**src/rtl/dmem_arb_pkg.sv**
```systemverilog
// Shared types for the data-memory arbiter.
// Owner encoding, observed state encoding, default widths.
package dmem_arb_pkg;

  localparam int DEF_ADDR_W = 8;
  localparam int DEF_DATA_W = 16;
  localparam int STARVE_W   = 4;
  localparam int BURST_W    = 8;

  typedef enum logic [1:0] {
    ST_IDLE  = 2'd0,
    ST_CPU   = 2'd1,
    ST_DBG   = 2'd2,
    ST_BURST = 2'd3
  } arb_state_t;

  typedef enum logic [1:0] {
    OWN_NONE = 2'd0,
    OWN_CPU  = 2'd1,
    OWN_DBG  = 2'd2
  } owner_t;

endpackage

```
**src/rtl/dmem_arb_sat_counter.sv**
```systemverilog
// Saturating up-counter with clear and load-one.
// Priority: clr, then start (load 1), then inc.
module dmem_arb_sat_counter #(
  parameter int W   = 4,
  parameter int MAX = 4
) (
  input  logic         clock,
  input  logic         reset,
  input  logic         clr,
  input  logic         start,
  input  logic         inc,
  output logic [W-1:0] q
);

  localparam logic [W-1:0] MAX_V = W'(MAX);

  // count register, sticks at MAX until cleared
  always_ff @(posedge clock or posedge reset) begin
    if (reset)
      q <= '0;
    else if (clr)
      q <= '0;
    else if (start)
      q <= W'(1);
    else if (inc && (q != MAX_V))
      q <= q + W'(1);
  end

endmodule

```
**src/rtl/dmem_arbiter.sv**
```systemverilog
// CPU / debug arbiter for the shared 256x16 data memory.
// Optional macro DMEM_ARB_STARVE_EN adds the debug starvation guarantee.
module dmem_arbiter
  import dmem_arb_pkg::*;
#(
  parameter int ADDR_W       = DEF_ADDR_W,
  parameter int DATA_W       = DEF_DATA_W,
  parameter int STARVE_LIMIT = 4,
  parameter int BURST_MAX    = 8
) (
  input  logic              clock,
  input  logic              reset,
  input  logic              cpu_req,
  input  logic              cpu_we,
  input  logic [ADDR_W-1:0] cpu_addr,
  input  logic [DATA_W-1:0] cpu_wdata,
  output logic              cpu_gnt,
  output logic              cpu_stall,
  output logic [DATA_W-1:0] cpu_rdata,
  input  logic              dbg_req,
  input  logic              dbg_we,
  input  logic              dbg_burst,
  input  logic [ADDR_W-1:0] dbg_addr,
  input  logic [DATA_W-1:0] dbg_wdata,
  output logic              dbg_gnt,
  output logic              dbg_rvalid,
  output logic [DATA_W-1:0] dbg_rdata,
  output logic              mem_we,
  output logic [ADDR_W-1:0] mem_addr,
  output logic [DATA_W-1:0] mem_wdata,
  input  logic [DATA_W-1:0] mem_rdata,
  output logic [1:0]        arb_state
);

  arb_state_t           state_q;
  arb_state_t           state_d;
  owner_t               owner;
  logic                 lock_q;
  logic                 lock_d;
  logic                 force_dbg;
  logic                 dbg_win;
  logic                 burst_go;
  logic                 burst_full;
  logic [BURST_W-1:0]   bcnt;
  logic [BURST_W-1:0]   bcnt_nxt;

`ifdef DMEM_ARB_STARVE_EN
  logic [STARVE_W-1:0]  scnt;
  logic                 hold_q;
  logic                 starve_clr;

  assign force_dbg  = dbg_req && (scnt == STARVE_W'(STARVE_LIMIT));
  assign starve_clr = ~dbg_req | dbg_gnt | hold_q;

  dmem_arb_sat_counter #(
    .W   (STARVE_W),
    .MAX (STARVE_LIMIT)
  ) u_starve (
    .clock (clock),
    .reset (reset),
    .clr   (starve_clr),
    .start (1'b0),
    .inc   (1'b1),
    .q     (scnt)
  );

  // one cycle of CPU-first after a burst runs out
  always_ff @(posedge clock or posedge reset) begin
    if (reset)
      hold_q <= 1'b0;
    else
      hold_q <= burst_go & burst_full;
  end
`else
  localparam int unused_starve_limit = STARVE_LIMIT;
  assign force_dbg = 1'b0;
`endif

  assign dbg_win = ~reset & dbg_req
                 & (lock_q | force_dbg | ~cpu_req);

  assign burst_go   = dbg_gnt & dbg_burst;
  assign bcnt_nxt   = lock_q ? bcnt + BURST_W'(1)
                             : BURST_W'(1);
  assign burst_full = (bcnt_nxt == BURST_W'(BURST_MAX));

  dmem_arb_sat_counter #(
    .W   (BURST_W),
    .MAX (BURST_MAX)
  ) u_burst (
    .clock (clock),
    .reset (reset),
    .clr   (~burst_go),
    .start (~lock_q),
    .inc   (lock_q),
    .q     (bcnt)
  );

  // owner select, memory mux and next observed state
  always_comb begin
    owner     = OWN_NONE;
    cpu_gnt   = 1'b0;
    dbg_gnt   = 1'b0;
    mem_we    = 1'b0;
    mem_addr  = '0;
    mem_wdata = '0;
    lock_d    = 1'b0;
    state_d   = ST_IDLE;
    if (dbg_win)
      owner = OWN_DBG;
    else if (~reset & cpu_req)
      owner = OWN_CPU;
    unique case (1'b1)
      owner == OWN_DBG: begin
        dbg_gnt   = 1'b1;
        mem_we    = dbg_we & dbg_req;
        mem_addr  = dbg_addr;
        mem_wdata = dbg_wdata;
        state_d   = ST_DBG;
      end
      owner == OWN_CPU: begin
        cpu_gnt   = 1'b1;
        mem_we    = cpu_we & cpu_req;
        mem_addr  = cpu_addr;
        mem_wdata = cpu_wdata;
        state_d   = ST_CPU;
      end
      default: ;
    endcase
    lock_d = burst_go & ~burst_full;
    if (lock_d)
      state_d = ST_BURST;
  end

  // state, lock and debug read capture
  always_ff @(posedge clock or posedge reset) begin
    if (reset) begin
      state_q    <= ST_IDLE;
      lock_q     <= 1'b0;
      dbg_rvalid <= 1'b0;
      dbg_rdata  <= '0;
    end else begin
      state_q    <= state_d;
      lock_q     <= lock_d;
      dbg_rvalid <= dbg_gnt & ~dbg_we;
      if (dbg_gnt & ~dbg_we)
        dbg_rdata <= mem_rdata;
    end
  end

  assign cpu_stall = ~reset & cpu_req & ~cpu_gnt;
  assign cpu_rdata = mem_rdata;
  assign arb_state = state_q;

endmodule

```
**config.mk**
```make
export PLATFORM = sky130hd
export DESIGN_NAME = dmem_arbiter
export DESIGN_NICKNAME = d
export VERILOG_FILES = /design/src/rtl/dmem_arb_pkg.sv /design/src/rtl/dmem_arb_sat_counter.sv /design/src/rtl/dmem_arbiter.sv
export SDC_FILE = /design/constraint.sdc
export NUM_CORES = 1
export LEC_CHECK = 0
export ABC_AREA = 1
export CAP_MARGIN = 20
export CORE_MARGIN = 2
export CORE_UTILIZATION = 36
export CTS_CLUSTER_SIZE = 24
export DETAILED_ROUTE_END_ITERATION = 10
export PLACE_DENSITY = 0.83
export SYNTH_ARGS = -nofsm -noshare
export SYNTH_HDL_FRONTEND = slang
export SYNTH_SLANG_ARGS = --single-unit
```
**constraint.sdc**
```tcl
create_clock -name clock -period 6.6 [get_ports clock]
set_input_delay 1.32 -clock clock [delete_from_list [all_inputs] [get_ports clock]]
set_output_delay 1.32 -clock clock [all_outputs]
set_load 0.02 [all_outputs]
```
# == Word level (Yosys, flattened, before mapping) ==
# Index checks and enable logic that the tools add are counted.
# Widths: inputs -> output; s select.
# totals
ff_bits,28
wordCells,40
# classes
n_eq_ne,5
n_bitwise,15
n_reduce_logical,1
muxes,13
addsub,1
# op_table
operator,n
$mux 8,4
$pmux 16 s2,1
$pmux 8 s2,1
$and 1x1->1,9
$add 8x1->8 const B,1
$eq 8x4->1 const B,1
$ne 8x4->1 const B,1
$not 1->1,5
$mux 2,2
$pmux 2 s2,1
$mux 1,3
$ne 3x2->1 const B,1
$eq 2x1->1 const B,1
$eq 2x2->1 const B,1
$pmux 1 s2,1
$logic_and 1x1->1,1
$or 1x1->1,1

# == Longest topological paths before layout ==
# logic_depth
word_depth,9
mapped_depth,11
ltp_nobuf,11

# == Modules after synthesis ==
# From an unflattened synthesis, not the netlist that was laid out.
# unflattened
hier_cells,282
area_unflattened_um2,1898.1
# modules_own_cells
module,instances,seq_area_each_um2,area_per_inst_um2,cells_per_inst
dmem_arbiter,1,500.5,1336.3,206
dmem_arb_sat_counter,1,200.2,561.8,76

# == Worst setup path after synthesis ==
# No wires, ideal clock.
# synth_timing
kind,in2out
start,in reset
end,out mem_wdata[0]
stages,5
setup_slack_ps,2358
required_ps,5280
arrival_time_ps,2922
path_cell_list,inv_1 -> nand2_1 -> nor2_8 -> buf_6 -> a22o_1
# synth_via
elab_chain_len,6
elab_cells_between_ends,9
cone_classes,eq/ne: 2; mux: 3; bitwise: 4
# synth_lines
item,line_no,source
"start, declared",dmem_arbiter.sv:12,"input logic reset,"
$not 1->1 (*),"dmem_arbiter.sv:79, dmem_arbiter.sv:111",
"$and 1x1->1, on equally long branches","dmem_arbiter.sv:111, dmem_arbiter.sv:79",
$mux 1 or $and 1x1->1 (tied branches),"dmem_arbiter.sv:111, dmem_arbiter.sv:80",
$mux 2 (*),dmem_arbiter.sv:109,if (dbg_win)
$eq 2x1->1 or $eq 2x2->1 (tied branches),"dmem_arbiter.sv:121, dmem_arbiter.sv:114",
$pmux 16 s2 (*),dmem_arbiter.sv:113,unique case (1'b1)
"end, declared",dmem_arbiter.sv:30,"output logic [DATA_W-1:0] mem_wdata,"
# Every way passes the cells marked *; elsewhere a longest branch is shown, timed or not.

# == Final worst setup path ==
# layout_timing
start,in reset
end,out mem_wdata[12]
# Same word-level chain as after synthesis.

==> out/metrics.yaml <==
run_status:
  status: "finished, final reports clean"
yosys:
  ys_types: 19
  synth_area_per_cell_um2: 8.19
  synth_compound_area_share_pct: 12.9
  muxShareOfSynthArea_pct: 0
  ys.flop_type: "dfrtp_1"
  yosysMostFrequentCell: "nand2_1"
  synth_top_family_by_area: "simple AND/OR/NAND/NOR gates"
  synth-xor-area-share_pct: 0
  synth_cells: 211
  syn_area_mm2: 0.00173
  synthesis.nets: 284
  yosys_warnings: 0
  synth_seq_cells: 28
  yosys.area.top_type: "dfrtp_1"
  synthTopCellsByCount: "nand2_1 (77), dfrtp_1 (28), a22o_1 (24)"
  synth.top_cell.area_share_pct: 40.6
  async_flop_share_pct: 100
  synth-edff-count: 0
  synth.area.top_cells: "dfrtp_1 (41%), nand2_1 (17%), a22o_1 (12%), buf_4 (7.4%), inv_1 (3.9%)"
  synth_adder_area_share_pct: 1.45
  synth_seq_area_share_pct: 40.6
  synth_simple_gate_area_share_pct: 28.9
placed_design:
  hpwl_um: 4150
  dp_slack_ns: 1.93
  place.gp.congestion: 0.786
  placedCellCount: 376
  port_buffers: 133
floorplan:
  fp.dieW_um: 73.3
  core_mm2: 0.00466
  io_pins: 134
  fp-row-count: 25
  start_util_pct: 37.1
  die_h_um: 73.3
  die-area_mm2: 0.00537
route:
  wl_per_cell_um: 13.7
  dr.pass1.iters: 4
  drc: 0
  drtIter0Drc: 57
  wl_um: 5190
  viasPerCell: 4.67
  via_count: 1775
  ant_nets: 0
critical_path:
  r2r_cells: 8
  worst-endpoint-required_ns: 5.28
  end_kind: "output pin"
  worst-path-max-fanout: 28
  arrival_ns: 3.34
  cp-start-kind: "input port"
  path_class: "input port to output pin"
clock_tree:
  cts_made_buffers: 3
  clock_sinks: 28
  clk_pin_slew_worst_paths_ns: 0.09
  htreeDepth: 1
  cts_resized: 0
  insertion_delay_ns: 0.27
  cts-hold-fix-buffers: 0
  clockRootBuffer: "clkbuf_8"
  cts_tree: "yes"
  cts_buffer_depth: 2
  postCtsSetupBuffers: 0
finish:
  final_cells: 380
  drive_gt1_share_pct: 3.99
  final_util_pct: 64.7
  syn_to_final_growth_pct: 74.6
  diodes: 0
  nets: 400
timing:
  setup_violations: 0
  slew_headroom_pct: 77.1
  period_share_pct: 70.7
  rsz0062_at_grt: "no"
  fin_skew_ns: 0.00522
  worstMarginPinSlew_ns: 0.343
  drv_slew: 0
  hold_viol: 0
  fmax_ghz: 0.214
  timing.final.ws_setup_ns: 1.94
  period_needed_ns: 4.66
  setup_tns_ns: 0
hold_path:
  hold_path_class: "register to register"
  worstHoldPathCells: 2
global_routing:
  antenna_found_initial: 0
  grtUsageTotal_pct: 18.1
  grt_pass1_wl_um: 7780
  grt_max_degree: 29
  grt_pass1_vias: 1740
  overflow: 0
power:
  p_per_area_mw_per_mm2: 179
  cellLeakagePower_nw: 1.39
  peakVddDrop_mv: 0.173
flow_run:
  cap_violations: 0
per-stage QoR:
| stage | power, W | area [um2] | hold WS [ns] |
|---|---|---|---|
| after floorplan | 0.000298 | 1730 | 0.535 |
| after global placement | 0.000411 | 2950 | 0.454 |
| after detailed placement | 0.000413 | 2950 | 0.457 |
| after CTS | 0.000546 | 3020 | 0.480 |
| after global routing | 0.000565 | 3020 | 0.500 |
| final | 0.000541 | 3020 | 0.479 |
final timing paths:
check / startpoint / end / slack (ns)
max: reset / mem_wdata[12] / 1.94
min: dbg_rdata[9] / dbg_rdata[9] / 0.48
max reg2reg: lock_q / u_burst.q[1] / 5.07
min reg2reg: dbg_rdata[9] / dbg_rdata[9] / 0.48
max in group asynchronous: reset / dbg_rdata[8] / 4.71
min in group asynchronous: reset / dbg_rdata[3] / 1.28
per-layer routing:
metal	track usage, %	vias up	routed length [um]
met5	0	-	0
met4	2.47	0	21
met3	5.21	4	316
met2	31.5	48	2760
met1	22.7	827	2090
li1	-	896	-
cell families after synthesis:
family                     Yosys count
and+or+nand+nor                    111
adders and majority gates            2
DFF                                 28
AOI/OAI and AO/OA                   26
buffers and inverters               44
layout make-up:
type	instances	area (um2)
Clock inverter	1	30.0
Multi-Input combinational cell	139	747
Clock buffer	3	41.3
Sequential cell	28	701
Timing Repair Buffer	134	1340
Tap cell	54	67.6
Inverter	21	91.3
Fill cell	381	1640
placed cells by master, fill, tap and decap left out, drive strengths merged, types with 2 or more instances in the layout:
master         netlist  layout
dfrtp               28      28
inv                 21      21
a22o                24      24
nand3               14      14
clkbuf               0       3
clkdlybuf4s50        0     133
nor2                15      15
nand2               79      79
nor3                 2       2
ha                   2       2
registers in the layout, indices dropped and copies added, names as in the netlist:
signal,count
u_burst.q,8
lock_q,1
dbg_rdata,16
arb_state,2
dbg_rvalid,1
critical path: stages:
cell             delay (ns)
clkdlybuf4s50_1        0.46
inv_1                  0.14
nand3_4                0.20
inv_8                  0.11
nor2_8                 0.30
a22o_1                 0.19
clkdlybuf4s50_1        0.62
power breakdown:
group | internal (W) | total (W) | switching (W) | leakage, nW
Sequential | 0.000192 | 0.000204 | 0.0000120 | 0.366
Clock | 0.0000812 | 0.000132 | 0.0000512 | 0.0357
Combinational | 0.000111 | 0.000205 | 0.0000941 | 0.993
Note: power is estimated with default switching activity, not from simulation.
